[src/rtl/spi_slave_ctrl.sv]
// SPI slave front end for a small memory: deframes command + payload
// from MOSI and serializes memory read data back on MISO.
//
// Ports:
//   clk, rstn      single clock (SPI bits sampled on its rising edge),
//                  asynchronous active-low reset
//   SS_n           slave select, active low, marks frame boundaries
//   MOSI / MISO    serial data in / read data out, MSB first
//   rx_data        frame to memory: [DATA_W+1:DATA_W] command, rest payload
//   rx_valid       one-cycle strobe qualifying rx_data
//   tx_data        read data from memory
//   tx_valid       level qualifier for tx_data
module spi_slave_ctrl #(
    parameter int DATA_W = 8
) (
    input  logic              clk,
    input  logic              rstn,
    input  logic              SS_n,
    input  logic              MOSI,
    output logic              MISO,
    output logic [DATA_W+1:0] rx_data,
    output logic              rx_valid,
    input  logic [DATA_W-1:0] tx_data,
    input  logic              tx_valid
);

    localparam int CNT_W = $clog2(DATA_W + 2);

    typedef enum logic [2:0] {
        IDLE,
        CHK_CMD,
        WRITE,
        READ_ADD,
        READ_DATA
    } state_e;

    state_e              state_q, state_d;
    logic [DATA_W:0]     shift_q, shift_d;
    logic [CNT_W-1:0]    cnt_q, cnt_d;
    logic                done_q, done_d;
    logic                rd_addr_done_q, rd_addr_done_d;
    logic [DATA_W+1:0]   rx_data_q, rx_data_d;
    logic                rx_valid_q, rx_valid_d;
    logic                tx_acc_q, tx_acc_d;
    logic [DATA_W-1:0]   tx_shift_q, tx_shift_d;
    logic [CNT_W-1:0]    ser_left_q, ser_left_d;
    logic                ser_act_q, ser_act_d;
    logic                miso_q, miso_d;

    always_comb begin
        state_d        = state_q;
        shift_d        = shift_q;
        cnt_d          = cnt_q;
        done_d         = done_q;
        rd_addr_done_d = rd_addr_done_q;
        rx_data_d      = rx_data_q;
        rx_valid_d     = 1'b0;
        tx_acc_d       = tx_acc_q;
        tx_shift_d     = tx_shift_q;
        ser_left_d     = ser_left_q;
        ser_act_d      = ser_act_q;
        miso_d         = miso_q;

        if (state_q != IDLE && SS_n) begin
            // Deselect aborts whatever is in flight; rd_addr_done is kept.
            state_d    = IDLE;
            cnt_d      = '0;
            done_d     = 1'b0;
            tx_acc_d   = 1'b0;
            ser_act_d  = 1'b0;
            ser_left_d = '0;
            miso_d     = 1'b0;
        end else begin
            unique case (state_q)
                IDLE: begin
                    cnt_d      = '0;
                    done_d     = 1'b0;
                    tx_acc_d   = 1'b0;
                    ser_act_d  = 1'b0;
                    ser_left_d = '0;
                    miso_d     = 1'b0;
                    if (!SS_n) state_d = CHK_CMD;
                end
                CHK_CMD: begin
                    shift_d = {shift_q[DATA_W-1:0], MOSI};
                    cnt_d   = '0;
                    if (!MOSI)               state_d = WRITE;
                    else if (rd_addr_done_q) state_d = READ_DATA;
                    else                     state_d = READ_ADD;
                end
                WRITE, READ_ADD, READ_DATA: begin
                    if (!done_q) begin
                        shift_d = {shift_q[DATA_W-1:0], MOSI};
                        if (cnt_q == CNT_W'(DATA_W)) begin
                            rx_data_d  = {shift_q, MOSI};
                            rx_valid_d = 1'b1;
                            done_d     = 1'b1;
                            if (state_q == READ_ADD)  rd_addr_done_d = 1'b1;
                            if (state_q == READ_DATA) rd_addr_done_d = 1'b0;
                        end else begin
                            cnt_d = cnt_q + CNT_W'(1);
                        end
                    end else if (state_q == READ_DATA && !tx_acc_q
                                 && tx_valid) begin
                        // done_q is only set after the last-bit edge, so a
                        // tx_valid level present during the frame is ignored.
                        tx_acc_d   = 1'b1;
                        ser_act_d  = 1'b1;
                        miso_d     = tx_data[DATA_W-1];
                        tx_shift_d = tx_data << 1;
                        ser_left_d = CNT_W'(DATA_W - 1);
                    end
                end
                default: state_d = IDLE;
            endcase

            if (ser_act_q) begin
                if (ser_left_q != '0) begin
                    miso_d     = tx_shift_q[DATA_W-1];
                    tx_shift_d = tx_shift_q << 1;
                    ser_left_d = ser_left_q - CNT_W'(1);
                end else begin
                    miso_d    = 1'b0;
                    ser_act_d = 1'b0;
                end
            end
        end
    end

    always_ff @(posedge clk or negedge rstn) begin
        if (!rstn) begin
            state_q        <= IDLE;
            shift_q        <= '0;
            cnt_q          <= '0;
            done_q         <= 1'b0;
            rd_addr_done_q <= 1'b0;
            rx_data_q      <= '0;
            rx_valid_q     <= 1'b0;
            tx_acc_q       <= 1'b0;
            tx_shift_q     <= '0;
            ser_left_q     <= '0;
            ser_act_q      <= 1'b0;
            miso_q         <= 1'b0;
        end else begin
            state_q        <= state_d;
            shift_q        <= shift_d;
            cnt_q          <= cnt_d;
            done_q         <= done_d;
            rd_addr_done_q <= rd_addr_done_d;
            rx_data_q      <= rx_data_d;
            rx_valid_q     <= rx_valid_d;
            tx_acc_q       <= tx_acc_d;
            tx_shift_q     <= tx_shift_d;
            ser_left_q     <= ser_left_d;
            ser_act_q      <= ser_act_d;
            miso_q         <= miso_d;
        end
    end

    assign MISO     = miso_q;
    assign rx_data  = rx_data_q;
    assign rx_valid = rx_valid_q;

endmodule

[config.mk]
export PLATFORM = sky130hd
export DESIGN_NAME = spi_slave_ctrl
export DESIGN_NICKNAME = d
export VERILOG_FILES = /design/src/rtl/spi_slave_ctrl.sv
export SDC_FILE = /design/constraint.sdc
export NUM_CORES = 1
export LEC_CHECK = 0
export CAP_MARGIN = 20
export CORE_AREA = 4 4 82 84
export CTS_CLUSTER_SIZE = 40
export DETAILED_ROUTE_END_ITERATION = 10
export DIE_AREA = 0 0 86 88
export PLACE_DENSITY_LB_ADDON = 0.08
export SKIP_LAST_GASP = 1
export SYNTH_ARGS = -nofsm -noshare
export SYNTH_HDL_FRONTEND = slang
export SYNTH_SLANG_ARGS = --single-unit
[constraint.sdc]
create_clock -name clk -period 4.6 [get_ports clk]
set_clock_uncertainty 0.15 [all_clocks]
set_input_delay 0.92 -clock clk [delete_from_list [all_inputs] [get_ports clk]]
set_output_delay 0.92 -clock clk [all_outputs]
set_load 0.02 [all_outputs]
==> results of run 1 <==
[layer usage]
metal / share of wire, % / routed length, um / up-vias / track usage [%]
li1: - / - / 708 / -
met1: 46 / 1930 / 736 / 15.7
met2: 49 / 2030 / 25 / 19.7
met3: 4.0 / 165 / 4 / 3.95
met4: 0.86 / 36 / 0 / 3.45
met5: 0 / 0 / - / 0
[sequential cells by signal, summed over array words and instances, names as in the netlist, 3 cells and up]
name        flops
shift_q         9
ser_left_q      4
cnt_q           4
rx_data        10
tx_shift_q      8
state_q         3
[critical path, stage by stage]
cell and delay (ns):
clkdlybuf4s50_1 0.66, a2111oi_4 0.87, mux2_2 0.42
[where the power goes]
part	internal (W)	total [W]	switching, W
Combinational	0.0000527	0.0000921	0.0000394
Clock	0.000164	0.000300	0.000136
Sequential	0.000426	0.000458	0.0000318
[Yosys cell counts, types with 2 or more instances]
library cell and n:
a211oi_1 2, a21oi_1 6, a221o_1 7, a31oi_1 3, and2_1 2, and3_1 8, buf_2 3, clkbuf_1 6
dfrtp_1 44, ha_1 3, inv_1 8, mux2_2 21, nand2_1 4, nand2b_1 2, nand3_1 4, nand4b_1 2
nor2_1 8, nor2b_1 2, nor3_1 5, o21a_1 2, o21ai_0 8, or2_2 2, or3_1 2
[stage by stage]
step	worst slack (ns)	total power [W]	util (%)	instance area, um2	hold WS [ns]
floorplan	2.44	0.000516	-	2090	0.305
global placement	1.43	0.000554	40.0	2370	0.338
detailed placement	1.35	0.000556	40.0	2370	0.326
CTS	1.66	0.000861	41.9	2480	0.369
global route	1.63	0.000893	42.4	2510	0.324
finish	1.75	0.000850	42.4	2510	0.331
[final timing paths]
kind                                               end              startpoint  slack, ns  cells past startpoint
min in group clk                rx_data[1]$_DFFE_PN0P_  rx_data[1]$_DFFE_PN0P_       0.36                      1
worst max register to register  rx_data[0]$_DFFE_PN0P_  state_q[2]$_DFFE_PN0P_       1.94                      3
worst min register to register  rx_data[1]$_DFFE_PN0P_  rx_data[1]$_DFFE_PN0P_       0.36                      1
worst min-delay path            state_q[2]$_DFFE_PN0P_                    rstn       0.33                      1
worst max-delay path            rx_data[0]$_DFFE_PN0P_                    SS_n       1.75                      3
max in group asynchronous       rx_data[3]$_DFFE_PN0P_                    rstn       3.51                      2
[cell families (layout without fill, tap and decap cells)]
group                    Yosys count  count (layout)  synth area share, %
flip-flops                        44              44                 52.6
AO/OA/AOI/OAI                     42              42                 15.8
AND/OR/NAND/NOR                   48              48                 13.4
adder cells (fa/ha/maj)            3               3                 1.79
XOR/XNOR                           1               1                0.418
buffers and inverters             19              42                 4.12
multiplexers                      22              22                 11.8
[cell type report]
| cell class | instances | area (um2) | area share (%) |
|---|---|---|---|
| clock buffer | 5 | 68.8 | 2.74 |
| sequential | 44 | 1100 | 43.9 |
| timing repair buffer | 26 | 263 | 10.5 |
| inverter | 8 | 30.0 | 1.20 |
| clock inverter | 3 | 46.3 | 1.85 |
| tap | 75 | 93.8 | 3.74 |
| multi-input combinational | 116 | 906 | 36.1 |
==> results.txt, run 1 <==
H-tree levels: 2
f_max: 0.351 GHz
initial antenna violation count: 0
GRT Util Overall: 12.2%
synthesized flop and latch total: 44
drt wl/cell: 15.0 um
post-synth top area cell: dfrtp_1
maxcap violations: 0
Distinct cells, synth: 48
Synth area leaders: dfrtp_1 53%, mux2_2 11%, a221o_1 3.3%
share of layout cells above drive strength 1: 18.3%
Final ANT Viol Nets: 0
CP Class: in -> reg
Fill cells: 548
Worst EP required: 4.63 ns
fin cells: 277
fin nets: 217
GP Congestion: 0.700
Starting Density: 35.4%
Boundary Pins: 25
first-pass GRT wire length: 7.22 mm
Core Region: 0.00592 mm2
post-cts resize count: 0
number of cell rows: 28
Net Count, Synth: 195
status: finished, final reports clean
minimum clock period: 2.85 ns
peak supply drop: 0.000185 V
setup repair after global routing missed its margin: no
Max Fanout on Critical Path: 13
chip width: 86 um
worst min path class: in -> async
DR iter-0 viols: 59
CTS sink count: 44
Setup crit start kind: input port
drc violations: 0
antenna cells: 0
fin crit share: 61.9%
actual slew at the worst max-slew pin: 0.886 ns
pwr/cell area: 339 mW/mm2
Final TNS setup: 0 ns
Post-synth ARST share: 100%
Root Buffer: clkbuf_8
final setup vio count: 0
pin count of the biggest net entering global routing: 45
Crit. End Element: flip-flop
total global routing overflow: 0
dpl hpwl: 2.91 mm
most frequent cells in the layout: 44 x dfrtp_1, 23 x clkdlybuf4s50_1, 21 x mux2_2
leakage: 1.12 nW
Clk Latency, worst-skew pair: 0.29 ns
Top FF cell, synth: dfrtp_1
Hold Vio Cnt, Final: 0
hold buffer count at cts: 0
Critical Path AT: 2.88 ns
Synth top area share: 52.6%
clk buf depth: 2
synthesized area: 0.00209 mm2
Post-synth EDFFs: 0
vias in the first global route: 1,507
Clock Pin Slew Worst Setup and Hold Paths: 0.09 ns
chip height: 88 um
Port Buffer Count: 24
Worst slew margin: 40.9%
DR pass1 iterations: 4
register area share after synthesis: 52.6%
Via density: 5.32
WL final: 4.16 mm
synthesized instance count: 179
DR vias: 1,473
area delta synth->final: 19.8%
most common cell after layout, fill and taps aside: dfrtp_1
CTS tree: yes
die area: 0.00757 mm2
dpl cells: 267
Num CTS Buffers: 5
synth warn: 0
max-slew violations: 0
setup bufs post-CTS: 0
Avg Inst Size Synth: 11.7 um2
Power figures use the tool's default switching activity.
==> run 2: changes to the inputs <==
clock period = 2.95 ns   (was 4.6 ns; I/O delays follow)
==> run 2 against run 1 <==
Effect of this change:
- non-clock buffer count increased by 6
- sequential power up 54%
- utilization grew 0.87 points
==> results.txt, run 2 (synthesized netlist as in run 1, its figures left out) <==
final worst slack: 0.682 ns
Clock Pin Slew Worst Setup and Hold Paths: 0.08 ns
pwr/cell area: 528 mW/mm2
f_max: 0.441 GHz
max FFs per register: 10
Boundary Pins: 25
worst hold slack: 0.351 ns
clk buf depth: 2
pin count of the biggest net entering global routing: 45
FF-to-FF path depth: 6
fin nets: 223
most frequent cells in the layout: 44 x dfrtp_1, 23 x clkdlybuf4s50_1, 21 x mux2_2
fin crit share: 76.9%
first-pass GRT wire length: 7.33 mm
Fill cells: 560
final design area excluding fillers: 0.00256 mm2
CP Class: reg -> reg
pre-CTS setup slack: 0.426 ns
area delta synth->final: 22.3%
actual slew at the worst max-slew pin: 0.818 ns
Core Region: 0.00592 mm2
vias in the first global route: 1,549
WL final: 4.24 mm
Final ANT Viol Nets: 0
final setup vio count: 0
GRT Util Overall: 12.4%
Worst EP required: 3.04 ns
initial antenna violation count: 0
share of layout cells above drive strength 1: 20.2%
CTS sink count: 44
dpl hpwl: 2.95 mm
worst min path class: reg -> reg
hold-critical path depth: 1
leakage: 1.16 nW
GP Congestion: 0.754
Root Buffer: clkbuf_8
minimum clock period: 2.27 ns
Worst slew margin: 45.4%
chip height: 88 um
DR iter-0 viols: 74
peak supply drop: 0.000296 V
post-cts resize count: 0
die area: 0.00757 mm2
max-slew violations: 0
drc violations: 0
DR vias: 1,449
Power Total: 0.00135 W
status: finished, final reports clean
Critical Path AT: 2.36 ns
Port Buffer Count: 24
H-tree levels: 2
Setup crit start kind: flip-flop
Hold Vio Cnt, Final: 0
footprint of the multi-input gates: 906 um2
number of cell rows: 28
antenna cells: 0
Starting Density: 35.4%
Via density: 5.12
most common cell after layout, fill and taps aside: dfrtp_1
CTS tree: yes
Sequential Area: 0.00110 mm2
Num CTS Buffers: 5
Final TNS setup: 0 ns
DR pass1 iterations: 4
dpl cell area: 0.00240 mm2
Clk Latency, worst-skew pair: 0.30 ns
total global routing overflow: 0
maxcap violations: 0
drt wl/cell: 15.0 um
chip width: 86 um
setup repair after global routing missed its margin: no
Max Fanout on Critical Path: 8
Crit. End Element: flip-flop
-- run 2: cell types whose count changed in the layout (fill, tap and decap cells not counted) --
| cell | previous run | this run |
|---|---|---|
| clkinvlp_4 | 1 | 0 |
| clkinv_4 | 0 | 1 |
| buf_2 | 1 | 2 |
| dlygate4sd3_1 | 0 | 1 |
| inv_6 | 1 | 0 |
| clkbuf_8 | 5 | 6 |
| clkbuf_4 | 1 | 0 |
| buf_4 | 0 | 5 |
-- run 2: power by group --
part           switching [W]  total [W]  internal, W
logic              0.0000718   0.000159    0.0000871
clock network       0.000211   0.000488     0.000277
registers          0.0000399   0.000704     0.000665
total               0.000323    0.00135      0.00103
-- run 2: final timing paths --
path | from | end | slack (ns)
worst max register to register | ser_left_q[0]$_DFF_PN0_ | tx_shift_q[6]$_DFFE_PN0N_ | 0.68
min in group asynchronous | rstn | cnt_q[0]$_DFFE_PN0P_ | 0.49
worst min register to register | tx_shift_q[0]$_DFFE_PN0N_ | tx_shift_q[0]$_DFFE_PN0N_ | 0.35
worst min-delay path | tx_shift_q[0]$_DFFE_PN0N_ | tx_shift_q[0]$_DFFE_PN0N_ | 0.35
worst max-delay path | ser_left_q[0]$_DFF_PN0_ | tx_shift_q[6]$_DFFE_PN0N_ | 0.68
max in group asynchronous | rstn | shift_q[3]$_DFFE_PN0P_ | 1.72
-- run 2: layer usage --
layer | part of all wire (%) | track usage [%] | vias to the layer above
li1 | - | - | 713
met1 | 47 | 15.9 | 711
met2 | 48 | 19.7 | 20
met3 | 4.2 | 4.42 | 5
met4 | 0.80 | 3.74 | 0
met5 | 0 | 0 | -
-- run 2: worst max-delay path, cell delays in order (launching register included) --
cell and delay [ns]:
dfrtp_1 0.38, inv_1 0.09, ha_1 0.21, or3b_1 0.41
and2_1 0.25, o21ai_1 0.47, a221o_1 0.25
-- run 2: final cells by class --
cell class              count  share of cell area, %
clock buffers               6                   3.23
well taps                  75                   3.67
inverters                   8                   1.17
flip-flops and latches     44                   43.0
multi-input cells         116                   35.4
clock inverters             2                   1.52
repair buffers             32                   12.0
-- run 2: per-stage QoR --
stage / utilization, % / instances
2_1_floorplan: - / 179
3_3_place_gp: 40.6 / 272
3_5_place_dp: 40.6 / 272
4_1_cts: 42.6 / 280
5_1_grt: 43.2 / 283
6_report: 43.2 / 283
-- run 2: repair_timing --
action	4_1_cts	5_1_grt
buffers inserted	0	0
hold buffers	0	1
hold endpoints to repair	0	4
